[src/rtl/pool_result_writer_pkg.sv]
// Shared types and sizing for the pooled-result writer: FSM encoding and
// the pooled-sample count derived from the pre-pool feature-map side.
package pool_result_writer_pkg;

    typedef enum logic [1:0] {
        ST_IDLE  = 2'd0,
        ST_RUN   = 2'd1,
        ST_FLUSH = 2'd2,
        ST_FIN   = 2'd3
    } state_t;

    localparam int unsigned MAX_POOLED_SIDE = 15;
    localparam int unsigned FMAP_W          = 5;
    localparam int unsigned SIDE_W          = $clog2(MAX_POOLED_SIDE + 1);
    localparam int unsigned SCNT_W          = $clog2(MAX_POOLED_SIDE * MAX_POOLED_SIDE + 1);

    // Samples per channel after 2x2 pooling: (featmap_size/2)^2.
    function automatic logic [SCNT_W-1:0] pooled_count(input logic [FMAP_W-1:0] featmap_size);
        logic [SIDE_W-1:0] side;
        side = SIDE_W'(featmap_size >> 1);
        return SCNT_W'(side) * SCNT_W'(side);
    endfunction

endpackage

[src/rtl/pool_word_packer.sv]
// Pairs consecutive samples into one double-width word; a flush emits the
// pending low half padded with zero and may capture a new sample at once.
module pool_word_packer #(
    parameter int unsigned dwidth = 16
) (
    input  logic                  clk,
    input  logic                  rst,
    input  logic                  i_clear,
    input  logic                  i_push,
    input  logic                  i_flush,
    input  logic [dwidth-1:0]     i_din,
    output logic [2*dwidth-1:0]   o_word_c,
    output logic                  o_word_vld_c
);

    logic [dwidth-1:0] r_low;
    logic              r_full;
    logic              w_pair;

    always_comb begin
        w_pair       = i_push && r_full && !i_flush;
        o_word_vld_c = w_pair || i_flush;
        o_word_c     = w_pair ? {i_din, r_low} : {{dwidth{1'b0}}, r_low};
    end

    always_ff @(posedge clk or posedge rst) begin
        if (rst) begin
            r_low  <= '0;
            r_full <= 1'b0;
        end else if (i_clear) begin
            r_low  <= '0;
            r_full <= 1'b0;
        end else if (i_flush) begin
            r_full <= i_push;
            if (i_push) begin
                r_low <= i_din;
            end
        end else if (i_push) begin
            if (r_full) begin
                r_full <= 1'b0;
            end else begin
                r_low  <= i_din;
                r_full <= 1'b1;
            end
        end
    end

endmodule

[src/rtl/pool_result_writer.sv]
// Writes pooled samples, packed two per word, to contiguous output-buffer
// addresses channel after channel; reports busy/done/stray-data to the controller.
module pool_result_writer
    import pool_result_writer_pkg::*;
#(
    parameter int unsigned dwidth = 16,
    parameter int unsigned awidth = 12,
    parameter int unsigned cwidth = 5
) (
    input  logic                  clk,
    input  logic                  rst,
    input  logic                  start,
    input  logic [FMAP_W-1:0]     featmap_size,
    input  logic [cwidth-1:0]     ch_num,
    input  logic [awidth-1:0]     base_addr,
    input  logic [dwidth-1:0]     din,
    input  logic                  din_vld,
    output logic                  wr_en,
    output logic [awidth-1:0]     wr_addr,
    output logic [2*dwidth-1:0]   wr_data,
    output logic                  busy,
    output logic                  done,
    output logic                  err
);

    state_t              r_state;
    state_t              w_state_nxt;
    logic [SCNT_W-1:0]   r_n;
    logic [cwidth-1:0]   r_ch_num;
    logic [awidth-1:0]   r_addr;
    logic [SCNT_W-1:0]   r_sample_cnt;
    logic [cwidth-1:0]   r_ch_cnt;
    logic [SCNT_W-1:0]   w_sample_cnt_nxt;
    logic [cwidth-1:0]   w_ch_cnt_nxt;
    logic [SCNT_W-1:0]   w_n_start;
    logic                w_accept;
    logic                w_push;
    logic                w_flush;
    logic                w_stray;
    logic                w_sample_last;
    logic                w_ch_last;
    logic [2*dwidth-1:0] w_word;
    logic                w_word_vld;

    logic                r_wr_en;
    logic [awidth-1:0]   r_wr_addr;
    logic [2*dwidth-1:0] r_wr_data;
    logic                r_busy;
    logic                r_done;
    logic                r_err;

    assign wr_en   = r_wr_en;
    assign wr_addr = r_wr_addr;
    assign wr_data = r_wr_data;
    assign busy    = r_busy;
    assign done    = r_done;
    assign err     = r_err;

    pool_word_packer #(.dwidth(dwidth)) u_packer (
        .clk          (clk),
        .rst          (rst),
        .i_clear      (w_accept),
        .i_push       (w_push),
        .i_flush      (w_flush),
        .i_din        (din),
        .o_word_c     (w_word),
        .o_word_vld_c (w_word_vld)
    );

    always_ff @(posedge clk or posedge rst) begin
        if (rst) begin
            r_state <= ST_IDLE;
        end else begin
            r_state <= w_state_nxt;
        end
    end

    always_comb begin
        w_state_nxt      = r_state;
        w_accept         = 1'b0;
        w_push           = 1'b0;
        w_flush          = 1'b0;
        w_stray          = 1'b0;
        w_sample_cnt_nxt = r_sample_cnt;
        w_ch_cnt_nxt     = r_ch_cnt;
        w_n_start        = pooled_count(featmap_size);
        w_sample_last    = (r_sample_cnt == SCNT_W'(r_n - SCNT_W'(1)));
        w_ch_last        = (r_ch_cnt == cwidth'(r_ch_num - cwidth'(1)));

        case (r_state)
            ST_IDLE: begin
                w_stray = din_vld;
                if (start) begin
                    w_accept         = 1'b1;
                    w_sample_cnt_nxt = '0;
                    w_ch_cnt_nxt     = '0;
                    w_state_nxt      = (w_n_start == '0 || ch_num == '0) ? ST_FIN : ST_RUN;
                end
            end
            ST_RUN: begin
                if (din_vld) begin
                    w_push           = 1'b1;
                    w_sample_cnt_nxt = SCNT_W'(r_sample_cnt + SCNT_W'(1));
                    if (w_sample_last) begin
                        w_sample_cnt_nxt = '0;
                        if (r_n[0]) begin
                            w_state_nxt = ST_FLUSH;
                        end else if (w_ch_last) begin
                            w_state_nxt = ST_FIN;
                        end else begin
                            w_ch_cnt_nxt = cwidth'(r_ch_cnt + cwidth'(1));
                        end
                    end
                end
            end
            ST_FLUSH: begin
                w_flush = 1'b1;
                if (w_ch_last) begin
                    // No channel left to own a sample arriving here.
                    w_state_nxt = ST_FIN;
                    w_stray     = din_vld;
                end else begin
                    w_ch_cnt_nxt = cwidth'(r_ch_cnt + cwidth'(1));
                    w_state_nxt  = ST_RUN;
                    if (din_vld) begin
                        w_push = 1'b1;
                        // A one-sample channel ends on its first sample.
                        if (r_n == SCNT_W'(1)) begin
                            w_state_nxt = ST_FLUSH;
                        end else begin
                            w_sample_cnt_nxt = SCNT_W'(1);
                        end
                    end
                end
            end
            ST_FIN: begin
                w_stray     = din_vld;
                w_state_nxt = ST_IDLE;
            end
            default: begin
                w_state_nxt = ST_IDLE;
            end
        endcase
    end

    // Latched layer configuration, counters and write address.
    always_ff @(posedge clk or posedge rst) begin
        if (rst) begin
            r_n          <= '0;
            r_ch_num     <= '0;
            r_addr       <= '0;
            r_sample_cnt <= '0;
            r_ch_cnt     <= '0;
        end else begin
            r_sample_cnt <= w_sample_cnt_nxt;
            r_ch_cnt     <= w_ch_cnt_nxt;
            if (w_accept) begin
                r_n      <= w_n_start;
                r_ch_num <= ch_num;
                r_addr   <= base_addr;
            end else if (w_word_vld) begin
                r_addr <= awidth'(r_addr + awidth'(1));
            end
        end
    end

    always_ff @(posedge clk or posedge rst) begin
        if (rst) begin
            r_wr_en   <= 1'b0;
            r_wr_addr <= '0;
            r_wr_data <= '0;
            r_busy    <= 1'b0;
            r_done    <= 1'b0;
            r_err     <= 1'b0;
        end else begin
            r_wr_en <= w_word_vld;
            if (w_word_vld) begin
                r_wr_addr <= r_addr;
                r_wr_data <= w_word;
            end
            r_done <= (r_state == ST_FIN);
            if (w_accept) begin
                r_busy <= 1'b1;
            end else if (r_state == ST_FIN) begin
                r_busy <= 1'b0;
            end
            if (w_accept) begin
                r_err <= 1'b0;
            end else if (w_stray) begin
                r_err <= 1'b1;
            end
        end
    end

endmodule

[config.mk]
export PLATFORM = sky130hd
export DESIGN_NAME = pool_result_writer
export DESIGN_NICKNAME = d
export VERILOG_FILES = /design/src/rtl/pool_result_writer_pkg.sv /design/src/rtl/pool_word_packer.sv /design/src/rtl/pool_result_writer.sv
export SDC_FILE = /design/constraint.sdc
export NUM_CORES = 1
export LEC_CHECK = 0
export ABC_AREA = 1
export CAP_MARGIN = 20
export CORE_AREA = 4 4 107 109
export DETAILED_ROUTE_END_ITERATION = 6
export DIE_AREA = 0 0 111 113
export GPL_ROUTABILITY_DRIVEN = 0
export PLACE_DENSITY = 0.89
export SYNTH_ARGS = -nofsm -noshare
export SYNTH_HDL_FRONTEND = slang
export SYNTH_HIERARCHICAL = 1
export SYNTH_SLANG_ARGS = --single-unit
[constraint.sdc]
create_clock -name clk -period 3.45 [get_ports clk]
set_input_delay 0.69 -clock clk [delete_from_list [all_inputs] [get_ports clk]]
set_output_delay 0.69 -clock clk [all_outputs]
set_load 0.01 [all_outputs]
; Word-level counts from Yosys, hierarchy flattened
; Index checks and enable logic that the tools add are counted.
[totals]
regBits = 105
output_inout_bits = 48
word_cells = 101
in_bits = 42
[op_classes]
n_addsub = 5
eq_ne = 15
mux = 47
n_reduce_logical = 19
n_mul = 1
[op_table]
columns = op, n
row1 = 16-bit 2-to-1 mux, 5
row2 = 8-bit 2-to-1 mux, 6
row3 = 32-bit 2-to-1 mux, 1
row4 = 5-bit 2-to-1 mux, 5
row5 = 12-bit 2-to-1 mux, 2
row6 = 8-bit case mux with 3 select lines, 1
row7 = 2-bit 2-to-1 mux, 9
row8 = 5-bit case mux with 3 select lines, 1
row9 = 1-bit 2-to-1 mux, 14
row10 = 2-bit inequality test (second input constant), 7
row11 = 12-bit by 1-bit adder with 12-bit output (second input constant), 1
row12 = 8-bit by 1-bit adder with 8-bit output (second input constant), 1
row13 = 8-bit by 1-bit equality test with 1-bit output (second input constant), 1
row14 = 8-bit equality test, 1
row15 = 8-bit zero test, 1
row16 = 4-bit by 4-bit multiplier with 8-bit output, 1
row17 = 2-bit case mux with 4 select lines, 1
row18 = 2-bit nonzero test, 4
row19 = 8-bit by 1-bit subtractor with 8-bit output (second input constant), 1
row20 = 6-bit AND reduction, 1
row21 = 3-bit nonzero test, 2
row22 = 5-bit by 1-bit adder with 5-bit output (second input constant), 1
row23 = 5-bit equality test, 1
row24 = 5-bit zero test, 1
row25 = other kinds (14), 18

; Logic depth before layout (Yosys ltp)
[depth]
depth_word = 9
ltp_mapped = 21
depth_no_buf = 17

; Cells and area by module
; Netlist, hierarchy kept.
[modules_own_cells]
columns = mod, area_each_um2, seq_area_each_um2, cells_per_inst, instances
row1 = pool_result_writer, 4648.2, 2177.1, 610, 1
row2 = pool_word_packer, 889.6, 425.4, 116, 1

; Worst setup path after synthesis
; No wires, ideal clock.
[synth_timing]
path_kind = register -> register
start = register r_state[0]
end = register r_addr[7]
t_required_ns = 3.317
synth_period_minus_slack_ns = 2.766
path_stages_with_launch = 16
setup_ns = 0.133
arrival_ns = 2.633
slack_ns = 0.684
path_cell_list = dfrtp_1 > inv_1 > ha_1 > clkbuf_1 > inv_1 > nor3_1 > buf_4 > buf_2 > nand2_1 > nand2_1 > clkbuf_1 > inv_1 > clkbuf_1 > nor2_1 > xor2_1 > a21oi_1
[synth_via]
elab_chain_cells = 6
word_cells_on_any_way = 12
cone_classes = eq/ne (2) / mux (4) / reduce/logical (6)
[synth_lines]
columns = item, line_no
row1 = from (decl), pool_result_writer.sv:26  ; state_t r_state;
row2 = from (signal assigned), pool_result_writer.sv:74  ; r_state <= w_state_nxt;
row3 = 2-bit equality test / 2-bit by 1-bit equality test with 1-bit output (equally long branches), pool_result_writer.sv:90  ; case (r_state)
row4 = 1-bit case mux with 2 select lines *, pool_result_writer.sv:90
row5 = via w_push, pool_result_writer.sv:37  ; logic w_push;
row6 = 1-bit logical AND * (2 in series), pool_word_packer.sv:21  ; w_pair = i_push && r_full && !i_flush;
row7 = 1-bit logical OR *, pool_word_packer.sv:22  ; o_word_vld_c = w_pair || i_flush;
row8 = via w_word_vld, pool_result_writer.sv:43  ; logic w_word_vld;
row9 = 2-bit nonzero test (no source line) *, -
row10 = to (signal assigned), pool_result_writer.sv:160  ; r_addr <= base_addr;
row11 = to (signal assigned), pool_result_writer.sv:162  ; r_addr <= awidth'(r_addr + awidth'(1));
row12 = to (decl), pool_result_writer.sv:30  ; logic [awidth-1:0] r_addr;
; The timed path passes the listed nets; every way through them passes the cells marked *.
; A chain may end at the register's enable or synchronous reset.

; Final worst setup path
[layout_timing]
start = register r_ch_num[0]
end = register r_wr_data[23] (netlist: wr_data[23])
[layout_via]
elab_chain_cells = 7
word_cells_on_any_way = 8
cone_classes = add/sub (1) / eq/ne (1) / mux (3) / reduce/logical (3)
[layout_lines]
columns = item, line_no
row1 = from (decl), pool_result_writer.sv:29  ; logic [cwidth-1:0] r_ch_num;
row2 = from (signal assigned), pool_result_writer.sv:159  ; r_ch_num <= ch_num;
row3 = 5-bit by 1-bit subtractor with 5-bit output, pool_result_writer.sv:88  ; w_ch_last = (r_ch_cnt == cwidth'(r_ch_num - cwidth'(1)));
row4 = 5-bit equality test, pool_result_writer.sv:88
row5 = 1-bit 2-to-1 mux, pool_result_writer.sv:118  ; if (w_ch_last) begin
row6 = 1-bit case mux with 2 select lines, pool_result_writer.sv:90
row7 = via w_push, pool_result_writer.sv:37
row8 = 1-bit logical AND (2 in series), pool_word_packer.sv:21
row9 = 32-bit 2-to-1 mux, pool_word_packer.sv:23  ; o_word_c = w_pair ? {i_din, r_low} : {{dwidth{1'b0}}, r_low};
row10 = via w_word[23], pool_result_writer.sv:42  ; logic [2*dwidth-1:0] w_word;
row11 = to (signal assigned), pool_result_writer.sv:179  ; r_wr_data <= w_word;
row12 = to (decl), pool_result_writer.sv:47  ; logic [2*dwidth-1:0] r_wr_data;
; The timed path passes the listed nets, and every way through them passes these cells.

==> impl_results.md <==
* Cell Chain, Critical Path: inv_2, ha_1, inv_1, nand2_1, nand2_1, nor2_1, nand2_1, nor2_2, nand2_1, a21oi_1, nor3_2, buf_4, nand3_1, nor2_1, nand2_1, nand2_1
* Slew headroom at 57.2%
* Arr. time, crit path at 2.99 ns
* Routed Wire Length at 12.6 mm
* Placeable Area at 10600 µm²
* Total GRT Usage at 20.6%
* Post-layout util at 63.7%
* Vias per Instance at 5.23
* I/O Buffers at 88
* Hold Buf Count CTS at 0
* Root buf cell: clkbuf_8
* DRT Pass-1 Iters at 4
* Post-Syn Area at 5540 µm²
* Setup Skew at 0.0188 ns
* Synth-to-layout area growth at 22.0%
* Final Net Count at 863
* Fin. Hold Viols at 0
* Antenna viol nets, final at 0
* Cells after Synth at 726
* Most used cell, CP: nand2_1
* Fill count at 903
* Fmax achieved at 0.372 GHz
* Largest net degree at the start of global routing at 54
* Synth warn at 6
* Clk slew on worst S/H paths at 0.12 ns
* Cell Rows at 38
* FF+latch count, synth at 104
* Share of post-route cells with drive strength above 1 at 6.65%
* DP Worst Slack at 0.540 ns
* Worst skew pair latency at 0.38 ns
* Die ar. at 12500 µm²
* H-tree levels at 3
* Max Buffers Root-to-Sink at 2
* Detailed Route Iter0 Violations at 365
* Die W at 111 µm
* Commonest non-fill, non-tap cell in the layout: nand2_1
* Peak supply drop at 0.000393 V
* Min Tclk post-route at 2.69 ns
* Max Transition Viols Final at 0
* Multi-input logic area at 2480 µm²
* CP max-delay cell: nand3_1
* Number of top-level pins at 90
* CTS buffer count at 9
* Register area share after synthesis at 47.0%
* Final Setup Violations at 0
* Dpl hpwl at 9.14 mm
* Hold crit path type: reg -> reg
* Post-CTS sizing at 0
* Total number of vias at 4976
* First-pass GRT wire length at 21.5 mm
* Initial antenna violation count at 0
* Crit. End Element: flop
* Starting Density at 52.2%
* Syn avg cell area at 7.63 µm²
* Final Cycle Share at 77.8%
* Power density cells at 786 nW/µm²
* Post-CTS Setup Inserts at 0
* Highest-count cells in the layout ignoring fill and taps: nand2_1, dfrtp_1, clkdlybuf4s50_1, inv_1, nand3_1
* Crit path max fanout at 19
* Unrepaired setup endpoints after global routing: no
* Die Ht at 113 µm
* # Max-Cap Violations at 0
* Sink Count at 104
* Worst EP required at 3.76 ns
* TNS Setup at 0 ns
* Slowest stage delay, CP at 0.49 ns
* Vias in the first global route at 4763
* Fin worst setup slack at 0.764 ns
* Final Power at 5.31 mW
* CTS tree: yes
* CP Class: reg -> reg
* DRC at 0
* GRT overflow at 0
* Synth cell types at 36
* Syn nets at 782
* Run status: completed
* P_leak at 3.52 nW
* WL per Instance at 13.2 µm
* Seq. cell area at 2600 µm²
* Startpoint class of the critical path: flop
* Worst slew pin tran at 0.640 ns
* Number of diodes at 0
[stage by stage]
stage / instances / instance area [µm²] / hold WS [ns]
global placement: 936 / 6550 / 0.455
CTS: 952 / 6750 / 0.487
global route: 952 / 6750 / 0.511
detailed placement: 936 / 6550 / 0.458
finish: 952 / 6750 / 0.483
floorplan: 726 / 5540 / 0.447
[cell type report]
| class | instances | share of cell area (%) |
|---|---|---|
| Clock buffer | 9 | 1.83 |
| Timing Repair Buffer | 97 | 14.2 |
| Tap cell | 140 | 2.59 |
| Clock inverter | 7 | 1.24 |
| Multi-Input combinational cell | 509 | 36.8 |
| Sequential cell | 104 | 38.5 |
| Inverter | 86 | 4.80 |
[flip-flops by register name (all words and copies together) (netlist names), 2 cells and up]
| signal | cells |
|---|---|
| wr_addr | 12 |
| wr_data | 32 |
| r_sample_cnt | 8 |
| r_ch_num | 5 |
| r_state | 2 |
| r_n | 7 |
| r_ch_cnt | 5 |
| u_packer/r_low | 16 |
| r_addr | 12 |
[kinds of logic after synthesis]
logic type	after synthesis	synth area share [%]
AO/OA/AOI/OAI	58	5.65
XOR/XNOR	15	2.37
adder cells (fa/ha/maj)	14	3.30
buffers and inverters	113	8.25
flip-flops	104	47.0
AND/OR/NAND/NOR	422	33.4
[metal layers]
metal / track usage, % / share of wire [%]
met1: 27.9 / 46
met2: 33.3 / 46
met3: 3.90 / 5.7
met4: 7.47 / 2.1
met5: 0 / 0
[power breakdown]
part           internal, mW  switching, mW  leakage (nW)
Clock                 0.293          0.484         0.105
Sequential             1.66          0.333          1.35
Combinational          1.01           1.54          2.07
[critical path, delay by kind of cell, from the launching register on]
family	cells	cell delay [ns]
flip-flops	1	0.38
AND/OR/NAND/NOR	11	1.43
buffers and inverters	3	0.40
adder cells (fa/ha/maj)	1	0.31
AO/OA/AOI/OAI	1	0.09
[path summary, 6_finish.rpt]
kind	from	end	slack [ns]	depth (start not counted)
worst max-delay path	r_ch_num[0]	wr_data[23]	0.76	16
worst min-delay path	wr_data[6]	wr_data[6]	0.48	2
worst max register to register	r_ch_num[0]	wr_data[23]	0.76	16
worst min register to register	wr_data[6]	wr_data[6]	0.48	2
max in group asynchronous	rst	wr_addr[0]	2.04	3
min in group asynchronous	rst	wr_data[1]	0.72	2
[synth_stat cells, drive strengths merged]
cell	instances	share of area [%]
a21oi	24	2.2
a31oi	2	0.23
buf	14	1.5
clkbuf	13	0.88
clkinv	1	0.068
dfrtp	104	47
fa	1	0.36
ha	13	2.9
inv	85	5.8
nand2	261	19
nand3	64	6.2
nand3b	1	0.14
nand4	28	3.2
nor2	63	4.8
nor3	4	0.45
o211ai	2	0.27
o21ai	24	2.2
o21bai	2	0.27
o22ai	3	0.34
o31ai	1	0.14
or2	1	0.11
xnor2	1	0.16
xor2	14	2.2
Power figures use the tool's default switching activity.
